===== src/rtl/keypad_pkg.sv =====
// ---------------------------------------------------------------------------
// keypad_pkg
// Definitions shared by the keypad emulator and the keypad driver's decoder:
//   - key-code constants for the 4x4 matrix
//   - the row/column lookup table for a key code
//   - the emulator FSM state encoding
//   - a small constant helper for sizing counters
// ---------------------------------------------------------------------------
package keypad_pkg;

   localparam logic [3:0] KEY_0    = 4'd0;
   localparam logic [3:0] KEY_1    = 4'd1;
   localparam logic [3:0] KEY_2    = 4'd2;
   localparam logic [3:0] KEY_3    = 4'd3;
   localparam logic [3:0] KEY_4    = 4'd4;
   localparam logic [3:0] KEY_5    = 4'd5;
   localparam logic [3:0] KEY_6    = 4'd6;
   localparam logic [3:0] KEY_7    = 4'd7;
   localparam logic [3:0] KEY_8    = 4'd8;
   localparam logic [3:0] KEY_9    = 4'd9;
   localparam logic [3:0] KEY_A    = 4'd10;
   localparam logic [3:0] KEY_B    = 4'd11;
   localparam logic [3:0] KEY_C    = 4'd12;
   localparam logic [3:0] KEY_D    = 4'd13;
   localparam logic [3:0] KEY_STAR = 4'd14;
   localparam logic [3:0] KEY_HASH = 4'd15;

   typedef enum logic [2:0] {
      ST_IDLE    = 3'd0,
      ST_B_PRESS = 3'd1,
      ST_HOLD    = 3'd2,
      ST_B_REL   = 3'd3,
      ST_GAP     = 3'd4
   } state_t;

   typedef struct packed {
      logic [1:0] row;
      logic [1:0] col;
   } key_pos_t;

   // Physical layout:
   //   row0: 1 2 3 A
   //   row1: 4 5 6 B
   //   row2: 7 8 9 C
   //   row3: * 0 # D
   function automatic key_pos_t key_lookup(input logic [3:0] code);
      key_pos_t p;
      case (code)
         KEY_1:    p = '{row: 2'd0, col: 2'd0};
         KEY_2:    p = '{row: 2'd0, col: 2'd1};
         KEY_3:    p = '{row: 2'd0, col: 2'd2};
         KEY_A:    p = '{row: 2'd0, col: 2'd3};
         KEY_4:    p = '{row: 2'd1, col: 2'd0};
         KEY_5:    p = '{row: 2'd1, col: 2'd1};
         KEY_6:    p = '{row: 2'd1, col: 2'd2};
         KEY_B:    p = '{row: 2'd1, col: 2'd3};
         KEY_7:    p = '{row: 2'd2, col: 2'd0};
         KEY_8:    p = '{row: 2'd2, col: 2'd1};
         KEY_9:    p = '{row: 2'd2, col: 2'd2};
         KEY_C:    p = '{row: 2'd2, col: 2'd3};
         KEY_STAR: p = '{row: 2'd3, col: 2'd0};
         KEY_0:    p = '{row: 2'd3, col: 2'd1};
         KEY_HASH: p = '{row: 2'd3, col: 2'd2};
         default:  p = '{row: 2'd3, col: 2'd3};   // KEY_D
      endcase
      return p;
   endfunction

   function automatic int max_int(input int a, input int b);
      return (a > b) ? a : b;
   endfunction

endpackage


===== src/rtl/keypad_emulator_if.sv =====
// ---------------------------------------------------------------------------
// keypad_emulator_if
// Bundles the key-request handshake and the matrix scan pins of the keypad
// emulator.
//   key_code : key to press (see keypad_pkg layout)
//   req      : request valid
//   ready    : emulator idle, request accepted on req & ready
//   busy     : emulator replaying a key
//   done     : one-cycle pulse at the end of the inter-key gap
//   col      : column scan from the keypad driver, active-low
//   fila     : row sense back to the keypad driver, active-low
//   contact  : debug view of the emulated switch (1 = closed)
// master = requester / scanner side, slave = emulator side.
// ---------------------------------------------------------------------------
interface keypad_emulator_if;
   logic [3:0] key_code;
   logic       req;
   logic       ready;
   logic       busy;
   logic       done;
   logic [3:0] col;
   logic [3:0] fila;
   logic       contact;

   modport master (
      output key_code, req, col,
      input  ready, busy, done, fila, contact
   );

   modport slave (
      input  key_code, req, col,
      output ready, busy, done, fila, contact
   );
endinterface


===== src/rtl/keypad_bounce_gen.sv =====
// ---------------------------------------------------------------------------
// keypad_bounce_gen
// Phase timer and contact-level generator for one press/release phase.
// A load pulse starts a phase of len_i cycles at level start_lvl_i; when
// bounce_i was set at load the level inverts every BOUNCE_PER cycles,
// otherwise it is held. last_o marks the final cycle of the phase.
//   clk, reset   : clock, synchronous active-high reset
//   load_i       : start a new phase (takes effect next cycle)
//   bounce_i     : phase toggles the contact
//   start_lvl_i  : contact level in the first cycle of the phase
//   len_i        : phase length in cycles (0 behaves as 1)
//   contact_o    : registered contact level
//   last_o       : current cycle is the last one of the phase
// ---------------------------------------------------------------------------
module keypad_bounce_gen #(
   parameter int CNT_W      = 9,
   parameter int PER_W      = 3,
   parameter int BOUNCE_PER = 4
) (
   input  logic             clk,
   input  logic             reset,
   input  logic             load_i,
   input  logic             bounce_i,
   input  logic             start_lvl_i,
   input  logic [CNT_W-1:0] len_i,
   output logic             contact_o,
   output logic             last_o
);

   localparam logic [CNT_W-1:0] CNT_ONE    = CNT_W'(1);
   localparam logic [PER_W-1:0] TOG_ONE    = PER_W'(1);
   localparam logic [PER_W-1:0] TOG_RELOAD = PER_W'(BOUNCE_PER - 1);

   logic [CNT_W-1:0] cnt_q, cnt_d;
   logic [PER_W-1:0] tog_q, tog_d;
   logic             lvl_q, lvl_d;
   logic             bnc_q, bnc_d;

   always_comb begin
      cnt_d = cnt_q;
      tog_d = tog_q;
      lvl_d = lvl_q;
      bnc_d = bnc_q;
      if (load_i) begin
         // Counter holds "cycles remaining after this one"
         cnt_d = (len_i == '0) ? '0 : (len_i - CNT_ONE);
         tog_d = TOG_RELOAD;
         lvl_d = start_lvl_i;
         bnc_d = bounce_i;
      end else begin
         if (cnt_q != '0) begin
            cnt_d = cnt_q - CNT_ONE;
         end
         if (bnc_q) begin
            if (tog_q == '0) begin
               tog_d = TOG_RELOAD;
               lvl_d = ~lvl_q;
            end else begin
               tog_d = tog_q - TOG_ONE;
            end
         end
      end
   end

   always_ff @(posedge clk) begin
      if (reset) begin
         cnt_q <= '0;
         tog_q <= '0;
         lvl_q <= 1'b0;
         bnc_q <= 1'b0;
      end else begin
         cnt_q <= cnt_d;
         tog_q <= tog_d;
         lvl_q <= lvl_d;
         bnc_q <= bnc_d;
      end
   end

   assign contact_o = lvl_q;
   assign last_o    = (cnt_q == '0);

endmodule


===== src/rtl/keypad_emulator.sv =====
// ---------------------------------------------------------------------------
// keypad_emulator
// Responder end of a 4x4 column-scan / row-sense keypad. A key code taken
// over the req/ready handshake is replayed as press bounce, stable hold,
// release bounce and an inter-key gap. While the emulated contact is closed
// the key's row is pulled low whenever its column is scanned low.
//   clk, reset : clock, synchronous active-high reset
//   kp         : keypad_emulator_if slave (key_code/req/ready/busy/done,
//                col/fila scan pins, contact debug)
// ---------------------------------------------------------------------------
module keypad_emulator
   import keypad_pkg::*;
#(
   parameter int BOUNCE_CYC = 16,
   parameter int BOUNCE_PER = 4,
   parameter int HOLD_CYC   = 256,
   parameter int GAP_CYC    = 128
) (
   input  logic          clk,
   input  logic          reset,
   keypad_emulator_if.slave kp
);

   localparam int MAX_P = max_int(max_int(BOUNCE_CYC, HOLD_CYC),
                                  max_int(GAP_CYC, BOUNCE_PER));
   localparam int CNT_W = $clog2(MAX_P + 1);
   localparam int PER_W = $clog2(BOUNCE_PER + 1);

   localparam logic [CNT_W-1:0] LEN_BNC  = CNT_W'(BOUNCE_CYC);
   localparam logic [CNT_W-1:0] LEN_HOLD = CNT_W'(HOLD_CYC);
   localparam logic [CNT_W-1:0] LEN_GAP  = CNT_W'(GAP_CYC);

   state_t     state_q, state_d;
   logic [1:0] row_q, row_d;
   logic [1:0] col_q, col_d;

   key_pos_t         pos;
   logic             gen_load;
   logic             gen_bounce;
   logic             gen_lvl;
   logic [CNT_W-1:0] gen_len;
   logic             gen_contact;
   logic             gen_last;

   // Every state transition reloads the phase generator with the length
   // and starting contact level of the phase being entered.
   always_comb begin
      state_d    = state_q;
      row_d      = row_q;
      col_d      = col_q;
      gen_load   = 1'b0;
      gen_bounce = 1'b0;
      gen_lvl    = 1'b0;
      gen_len    = '0;
      pos        = key_lookup(kp.key_code);
      case (state_q)
         ST_IDLE: begin
            if (kp.req) begin
               row_d    = pos.row;
               col_d    = pos.col;
               gen_load = 1'b1;
               gen_lvl  = 1'b1;
               if (BOUNCE_CYC == 0) begin
                  state_d = ST_HOLD;
                  gen_len = LEN_HOLD;
               end else begin
                  state_d    = ST_B_PRESS;
                  gen_len    = LEN_BNC;
                  gen_bounce = 1'b1;
               end
            end
         end
         ST_B_PRESS: begin
            if (gen_last) begin
               state_d  = ST_HOLD;
               gen_load = 1'b1;
               gen_lvl  = 1'b1;
               gen_len  = LEN_HOLD;
            end
         end
         ST_HOLD: begin
            if (gen_last) begin
               gen_load = 1'b1;
               gen_lvl  = 1'b0;
               if (BOUNCE_CYC == 0) begin
                  state_d = ST_GAP;
                  gen_len = LEN_GAP;
               end else begin
                  state_d    = ST_B_REL;
                  gen_len    = LEN_BNC;
                  gen_bounce = 1'b1;
               end
            end
         end
         ST_B_REL: begin
            if (gen_last) begin
               state_d  = ST_GAP;
               gen_load = 1'b1;
               gen_lvl  = 1'b0;
               gen_len  = LEN_GAP;
            end
         end
         ST_GAP: begin
            if (gen_last) begin
               state_d = ST_IDLE;
            end
         end
         default: begin
            state_d = ST_IDLE;
         end
      endcase
   end

   always_ff @(posedge clk) begin
      if (reset) begin
         state_q <= ST_IDLE;
         row_q   <= 2'd0;
         col_q   <= 2'd0;
      end else begin
         state_q <= state_d;
         row_q   <= row_d;
         col_q   <= col_d;
      end
   end

   keypad_bounce_gen #(
      .CNT_W      (CNT_W),
      .PER_W      (PER_W),
      .BOUNCE_PER (BOUNCE_PER)
   ) u_bounce (
      .clk         (clk),
      .reset       (reset),
      .load_i      (gen_load),
      .bounce_i    (gen_bounce),
      .start_lvl_i (gen_lvl),
      .len_i       (gen_len),
      .contact_o   (gen_contact),
      .last_o      (gen_last)
   );

   assign kp.ready   = (state_q == ST_IDLE);
   assign kp.busy    = (state_q != ST_IDLE);
   assign kp.done    = (state_q == ST_GAP) && gen_last;
   assign kp.contact = gen_contact;

   // Zero-latency row response: only the latched column is honoured, so
   // several columns scanned low at once still pull at most one row.
   assign kp.fila = (gen_contact && !kp.col[col_q]) ? ~(4'b0001 << row_q)
                                                    : 4'b1111;

endmodule


===== src/flat_wrapper.sv =====
// flat-port wrapper written by rule: the top's interface ports become plain ports
module keypad_emulator_flat import keypad_pkg::*;
#(
   parameter int BOUNCE_CYC = 16,
   parameter int BOUNCE_PER = 4,
   parameter int HOLD_CYC   = 256,
   parameter int GAP_CYC    = 128
)
  (clk, reset, kp_key_code, kp_req, kp_col, kp_ready, kp_busy, kp_done, kp_fila, kp_contact);
  keypad_emulator_if kp_i ();
  input  logic clk;
  input  logic reset;
  input wire logic [$bits(kp_i.key_code)-1:0] kp_key_code;
  input wire logic [$bits(kp_i.req)-1:0] kp_req;
  input wire logic [$bits(kp_i.col)-1:0] kp_col;
  output wire logic [$bits(kp_i.ready)-1:0] kp_ready;
  output wire logic [$bits(kp_i.busy)-1:0] kp_busy;
  output wire logic [$bits(kp_i.done)-1:0] kp_done;
  output wire logic [$bits(kp_i.fila)-1:0] kp_fila;
  output wire logic [$bits(kp_i.contact)-1:0] kp_contact;
  assign kp_i.key_code = kp_key_code;
  assign kp_i.req = kp_req;
  assign kp_i.col = kp_col;
  assign kp_ready = kp_i.ready;
  assign kp_busy = kp_i.busy;
  assign kp_done = kp_i.done;
  assign kp_fila = kp_i.fila;
  assign kp_contact = kp_i.contact;
  keypad_emulator #(.BOUNCE_CYC(BOUNCE_CYC), .BOUNCE_PER(BOUNCE_PER), .HOLD_CYC(HOLD_CYC), .GAP_CYC(GAP_CYC)) u_core (.clk(clk), .reset(reset), .kp(kp_i));
endmodule

===== config.mk =====
export PLATFORM = sky130hd
export DESIGN_NAME = keypad_emulator_flat
export DESIGN_NICKNAME = d
export VERILOG_FILES = /design/src/rtl/keypad_pkg.sv /design/src/rtl/keypad_emulator_if.sv /design/src/rtl/keypad_bounce_gen.sv /design/src/rtl/keypad_emulator.sv /design/src/flat_wrapper.sv
export SDC_FILE = /design/constraint.sdc
export NUM_CORES = 1
export LEC_CHECK = 0
export ABC_AREA = 0
export BUFFER_PORTS_ARGS = -buffer_cell sky130_fd_sc_hd__buf_4
export CORE_MARGIN = 10
export CORE_UTILIZATION = 60
export CTS_CLUSTER_DIAMETER = 150
export DETAILED_ROUTE_END_ITERATION = 8
export GPL_TIMING_DRIVEN = 0
export PLACE_DENSITY = 0.83
export SLEW_MARGIN = 0
export SYNTH_ARGS = -nofsm -noshare
export SYNTH_HDL_FRONTEND = slang
export SYNTH_SLANG_ARGS = --single-unit

===== constraint.sdc =====
create_clock -name clk -period 3.43 [get_ports clk]
set_input_delay 0.343 -clock clk [delete_from_list [all_inputs] [get_ports clk]]
set_output_delay 0.343 -clock clk [all_outputs]
set_load 0.05 [all_outputs]

# Word-level counts from Yosys, hierarchy flattened
# Memories as Yosys holds them, arrays and structs flattened. A register that Yosys moved wholly into a read port is not among the register bits.
# Index checks and enable logic that the tools add are counted.
# word_totals
romBits	64
word_cells	68
reg_bits	17
input_bits	11
output_inout_bits	8
memories	1
# mem_list
memory	words	width	read_ports	rd_ports_with_merged_regs	wr	line	rtl
(name not given)	16	4	1	1	0	keypad_pkg.sv:48	case (code)
# classes
order_cmp	1
n_addsub	3
n_mux	28
reduce_logical	17
shift	1
n_bitwise	2
eq_ne	9
# ops
operator	count
9-bit 2-to-1 mux	4
9-bit case mux with 4 select lines	1
9-bit logical NOT	2
3-bit 2-to-1 mux	6
9-bit by 1-bit subtractor with 9-bit output (second input constant)	2
3-bit case mux with 5 select lines	1
5-bit 2-to-1 mux	2
9-bit nonzero test	1
8-bit 2-to-1 mux	1
2-bit by 1-bit inequality test with 1-bit output (second input constant)	4
3-bit by 2-bit equality test with 1-bit output (second input constant)	2
3-bit logical NOT	2
1-bit 2-to-1 mux	6
1-bit case mux with 2 select lines	3
2-bit nonzero test	3
5-bit AND reduction	1
2-bit 2-to-1 mux	2
4-bit 2-to-1 mux	1
4-bit inverter	1
2-bit AND reduction	2
1-bit by 2-bit << shifter with 4-bit output (first input constant)	1
3-bit by 1-bit equality test with 1-bit output (second input constant)	1
3-bit equality test (second input constant)	1
2-bit by 3-bit less-than comparator with 1-bit output (second input constant)	1
9 further kinds	10

# Depth between registers and ports, before layout
# depth
depth_word	6
mapped_depth	9
ltp_nobuf	9

# Hierarchy
# From an unflattened synthesis, not the netlist that was laid out.
# hier_totals
hier_cells	176
area_unflattened_um2	1457.6
# by_module_without_submodules
module	seq_area_each_um2	area_each_um2	instances	cells_per_inst
keypad_bounce_gen	280.3	905.9	1	108
keypad_emulator	140.1	551.8	1	68

# Worst setup path before layout
# No wires, ideal clock.
# synth_timing
kind	register -> output
startpoint	reg u_core.u_bounce.cnt_q[0]
endpoint	out kp_done
path_stages_with_launch	6
t_required_ps	3087
path_slack_ps	714
arrival_ps	2373
path_buffers	0
cell_sequence	dfxtp_1 inv_1 ha_1 nor4b_1 nand3_1 nor4_1
# synth_between
elab_chain_cells	2
# synth_lines
element	line	rtl
start, declared	keypad_bounce_gen.sv:34	logic [CNT_W-1:0] cnt_q, cnt_d;
start signal, assigned	keypad_bounce_gen.sv:72	cnt_q <= cnt_d;
9-bit logical NOT	keypad_bounce_gen.sv:80	assign last_o = (cnt_q == '0);
1-bit logical AND	keypad_emulator.sv:143	assign kp.done = (state_q == ST_GAP) && gen_last;
end, declared	flat_wrapper.sv:18	output wire logic [$bits(kp_i.done)-1:0] kp_done;
# Every way passes these cells.

# Final worst setup path
# layout_timing
startpoint	reg u_core.u_bounce.cnt_q[0]
endpoint	reg u_core.u_bounce.cnt_q[4]
# layout_between
elab_chain_cells	6
word_cells_on_any_way	15
cone_classes	add/sub: 2; mux: 9; reduce/logical: 4
# layout_lines
element	line	rtl
9-bit logical NOT	keypad_bounce_gen.sv:80	
5-bit 2-to-1 mux (tied with other cells)	keypad_emulator.sv:82	if (gen_last) begin
9-bit case mux with 4 select lines	keypad_emulator.sv:56	case (state_q)
9-bit by 1-bit subtractor with 9-bit output or 9-bit logical NOT (tied branches)	keypad_bounce_gen.sv:46	cnt_d = (len_i == '0) ? '0 : (len_i - CNT_ONE);
9-bit 2-to-1 mux	keypad_bounce_gen.sv:46	
9-bit 2-to-1 mux	keypad_bounce_gen.sv:44	if (load_i) begin
# Parallel ways exist; a longest one is shown, timed or not. The select of a mux whose other input is x is not followed.
# A chain may end at the register's enable or synchronous reset.

==> reports/results.tsv <==
stage	metric	value	unit
synth	synth_area_per_cell	8.16	sq um
floorplan	num_rows	17	
global_routing	grt_antenna_before_repair	0	
global_routing	grt_overflow_total	0	
placed_design	gp_congestion	0.824	
synth	synth_top_area_cell	dfxtp_1	
finish	drive_gt1_share	15.9	%
pwr	p_seq_share	30.7	%
finish	area_delta_synth_final	12.5	%
placed_design	place_hpwl	2.41	mm
worst_setup_path	r2r-end	u_core.u_bounce.cnt_q[4]$_SDFFE_PP0P_	
worst_setup_path	r2r_slack	0.94	ns
global_routing	grt_usage	15.0	%
worst_setup_path	required	3.68	ns
floorplan	core-area	2170	sq um
finish	seqCellArea	420	sq um
worst_setup_path	crit_type	reg -> reg	
synth	synth_ff_type	dfxtp_1	
clock_network	cts.sinks	21	
synth	netlist_area	1340	sq um
floorplan	die_area	4520	sq um
synth	synthTopCellsByArea	dfxtp_1 31%, a21oi_1 6.0%, ha_1 4.7%, nand2_1 3.1%, nor2_1 3.1%	
floorplan	die_h	67.2	microns
sta	finalMaxSlewViolations	0	
global_routing	grt_max_degree	13	
clock_network	cts_hold_buffers	0	
pwr	p_sw_share	48.8	%
clock_network	insertion_delay	0.31	ns
sta	rsz0062_at_grt	no	
outcome	outcome	complete, no violations	
clock_network	cts_resized	0	
route	vias_per_cell	6.11	
pwr	p_sw	0.703	mW
worst_setup_path	crit_start	u_core.u_bounce.cnt_q[0]$_SDFFE_PP0P_	
sta	post-route-period-util	72.6	%
sta	fin_setup_tns	0	ns
sta	min_period	2.49	ns
pwr	clkPwrFrac	8.4	%
floorplan	start_util	61.7	%
pwr	internal_power	0.737	mW
clock_network	cts.clk_slew.worst_paths	0.12	ns
clock_network	clockRootBuffer	clkbuf_4	
sta	worstMarginPinSlew	0.700	ns
synth	synth-seq-area-share	31.4	%
worst_setup_path	worst_r2r_path_depth	9	
clock_network	cts_buffers	3	
floorplan	die-width	67.2	microns
synth	netlist-cell-type-count	50	
worst_hold_path	hold_path.class	in -> reg	
sta	slew_headroom	52.7	%
finish	fillers	186	
worst_setup_path	end_kind	flop	
route	remaining_drc_errors	0	
synth	synth_most_common_cell	dfxtp_1	
pwr	pwr-share-comb	60.9	%
worst_setup_path	worst_setup_path_start_kind	flop	
sta	holdWs	0.349	ns
global_routing	grt_pass1_wl	5.46	mm
synth	synth_warnings	0	
floorplan	ios	19	
clock_network	cts_buffer_depth	2	
placed_design	portBuffers	14	
worst_setup_path	arrival	2.73	ns
route	drtIter0Drc	218	
synth	synth_common_cells	21 x dfxtp_1, 16 x a21oi_1, 11 x nand2_1, 11 x nor2_1, 10 x inv_1	
route	wirelength	3.12	mm
pwr	p_leak	0.607	nW
pwr	powerDensity	956	nW/um^2
finish	multi_input_area	832	sq um
route	vias	1284	
sta	clock_skew	0.00606	ns
worst_setup_path	r2r_start	u_core.u_bounce.cnt_q[0]$_SDFFE_PP0P_	
route	wl_per_cell	14.9	microns
clock_network	post_cts_buffers	0	
clock_network	htree_levels	1	
finish	final_nets	199	
clock_network	tritoncts	done	
sta	finalHoldViolCount	0	
synth	netlist_instances	164	
worst_setup_path	endpoint	u_core.u_bounce.cnt_q[4]$_SDFFE_PP0P_	
synth	async_flop_share	0	%
finish	antenna_cells	0	
synth	postSynthRegisterBits	21	
worst_setup_path	path_max_fanout	5	
sta	setup_viol	0	
sta	fmax	0.402	GHz
route	drt_pass1_iterations	4	
synth	syn-num-nets	180	
route	final_antenna_net_count	0	
synth	synth-edff-count	0	
run	drv_cap	0	
global_routing	grt_pass1_vias	1192	
synth	yosys.area.top_type_share	31.4	%
pwr	ir_drop	0.572	mV
layout make-up:
type	count	area share, %
tap	28	2.33
inverter	10	2.49
multi-input combinational	123	55.2
clock buffer	3	1.50
buffer	10	3.24
timing repair buffer	14	6.98
clock inverter	1	0.332
sequential	21	27.9
power groups by stage:
stage	registers, mW	clock network [mW]	logic [mW]
after CTS	0.439	0.124	0.874
after detailed placement	0.446	0	0.867
final	0.442	0.122	0.877
after global routing	0.459	0.135	0.982
after floorplan	0.442	0	0.660
after global placement	0.437	0	0.834
through the flow:
stage	total power, mW	instances	util (%)	area (sq um)	worst slack (ns)
floorplan	1.10	164	-	1340	0.714
finish	1.44	210	69.4	1510	0.941
global route	1.58	210	69.4	1510	0.743
detailed placement	1.31	206	68.2	1480	0.983
global placement	1.27	206	68.2	1480	1.05
CTS	1.44	210	69.4	1510	0.959
registers in the layout (all words and copies together), names as in the netlist:
register                   flops
u_core.u_bounce.bnc_q          1
u_core.row_q                   2
u_core.u_bounce.cnt_q          9
u_core.u_bounce.tog_q          3
u_core.state_q                 3
u_core.col_q                   2
u_core.u_bounce.contact_o      1
cells in the final DEF, fill, tap and decap left out, types with 2 or more instances in the layout:
master | synthesis | layout
a21boi_0 | 2 | 2
mux2i_1 | 2 | 2
o21a_1 | 2 | 2
a21oi_1 | 16 | 16
o21ai_1 | 3 | 3
a31oi_1 | 2 | 2
o211ai_1 | 2 | 2
nand2b_1 | 2 | 2
ha_1 | 5 | 5
inv_1 | 10 | 10
o221ai_1 | 3 | 3
o21ai_0 | 7 | 7
xor2_1 | 2 | 2
a211oi_1 | 3 | 3
nor4b_1 | 2 | 2
nand3b_1 | 2 | 2
nor2_1 | 11 | 11
nor3_1 | 8 | 8
clkbuf_4 | 0 | 3
o211a_1 | 2 | 2
buf_4 | 0 | 14
or4b_1 | 2 | 2
dfxtp_1 | 21 | 21
clkbuf_1 | 6 | 6
nand2_1 | 11 | 11
buf_2 | 3 | 3
nand3_1 | 7 | 7
nor2b_1 | 4 | 4
critical path, cell delays in order, from the launching register on:
cell and delay [ns]:
dfxtp_1 0.36, inv_1 0.09, ha_1 0.23, nor4b_1 0.24
nand3_1 0.14, nor3_1 0.42, inv_1 0.09, ha_1 0.26
or3b_1 0.42, a21oi_1 0.16
cells by family after synthesis:
group                    synth area share (%)
XOR/XNOR                                 1.96
buffers and inverters                    6.45
AO/OA/AOI/OAI                            25.4
multiplexers                             3.18
flip-flops                               31.4
adder cells (fa/ha/maj)                  4.67
AND/OR/NAND/NOR                          26.9
how the worst min path moves through the flow:
stage                                 start                                    end  slack [ns]  depth (start not counted)
3_3_place_gp   u_core.row_q[0]$_SDFFE_PP0P_           u_core.row_q[0]$_SDFFE_PP0P_        0.48                          2
2_1_floorplan  u_core.row_q[0]$_SDFFE_PP0P_           u_core.row_q[0]$_SDFFE_PP0P_        0.46                          2
6_report                             kp_req  u_core.u_bounce.cnt_q[7]$_SDFFE_PP0P_        0.35                          3
3_5_place_dp   u_core.row_q[0]$_SDFFE_PP0P_           u_core.row_q[0]$_SDFFE_PP0P_        0.49                          2
5_1_grt                              kp_req  u_core.u_bounce.cnt_q[7]$_SDFFE_PP0P_        0.35                          3
4_1_cts                              kp_req  u_core.u_bounce.cnt_q[7]$_SDFFE_PP0P_        0.34                          3
metal layers:
metal | up-vias | global-route usage (%) | part of all wire [%] | routed length (microns)
li1 | 644 | - | - | -
met1 | 589 | 18.6 | 44 | 1370
met2 | 44 | 25.2 | 48 | 1490
met3 | 7 | 2.98 | 6.4 | 199
met4 | 0 | 5.38 | 1.9 | 60
met5 | - | 0 | 0 | 0
Power figures use the tool's default switching activity.
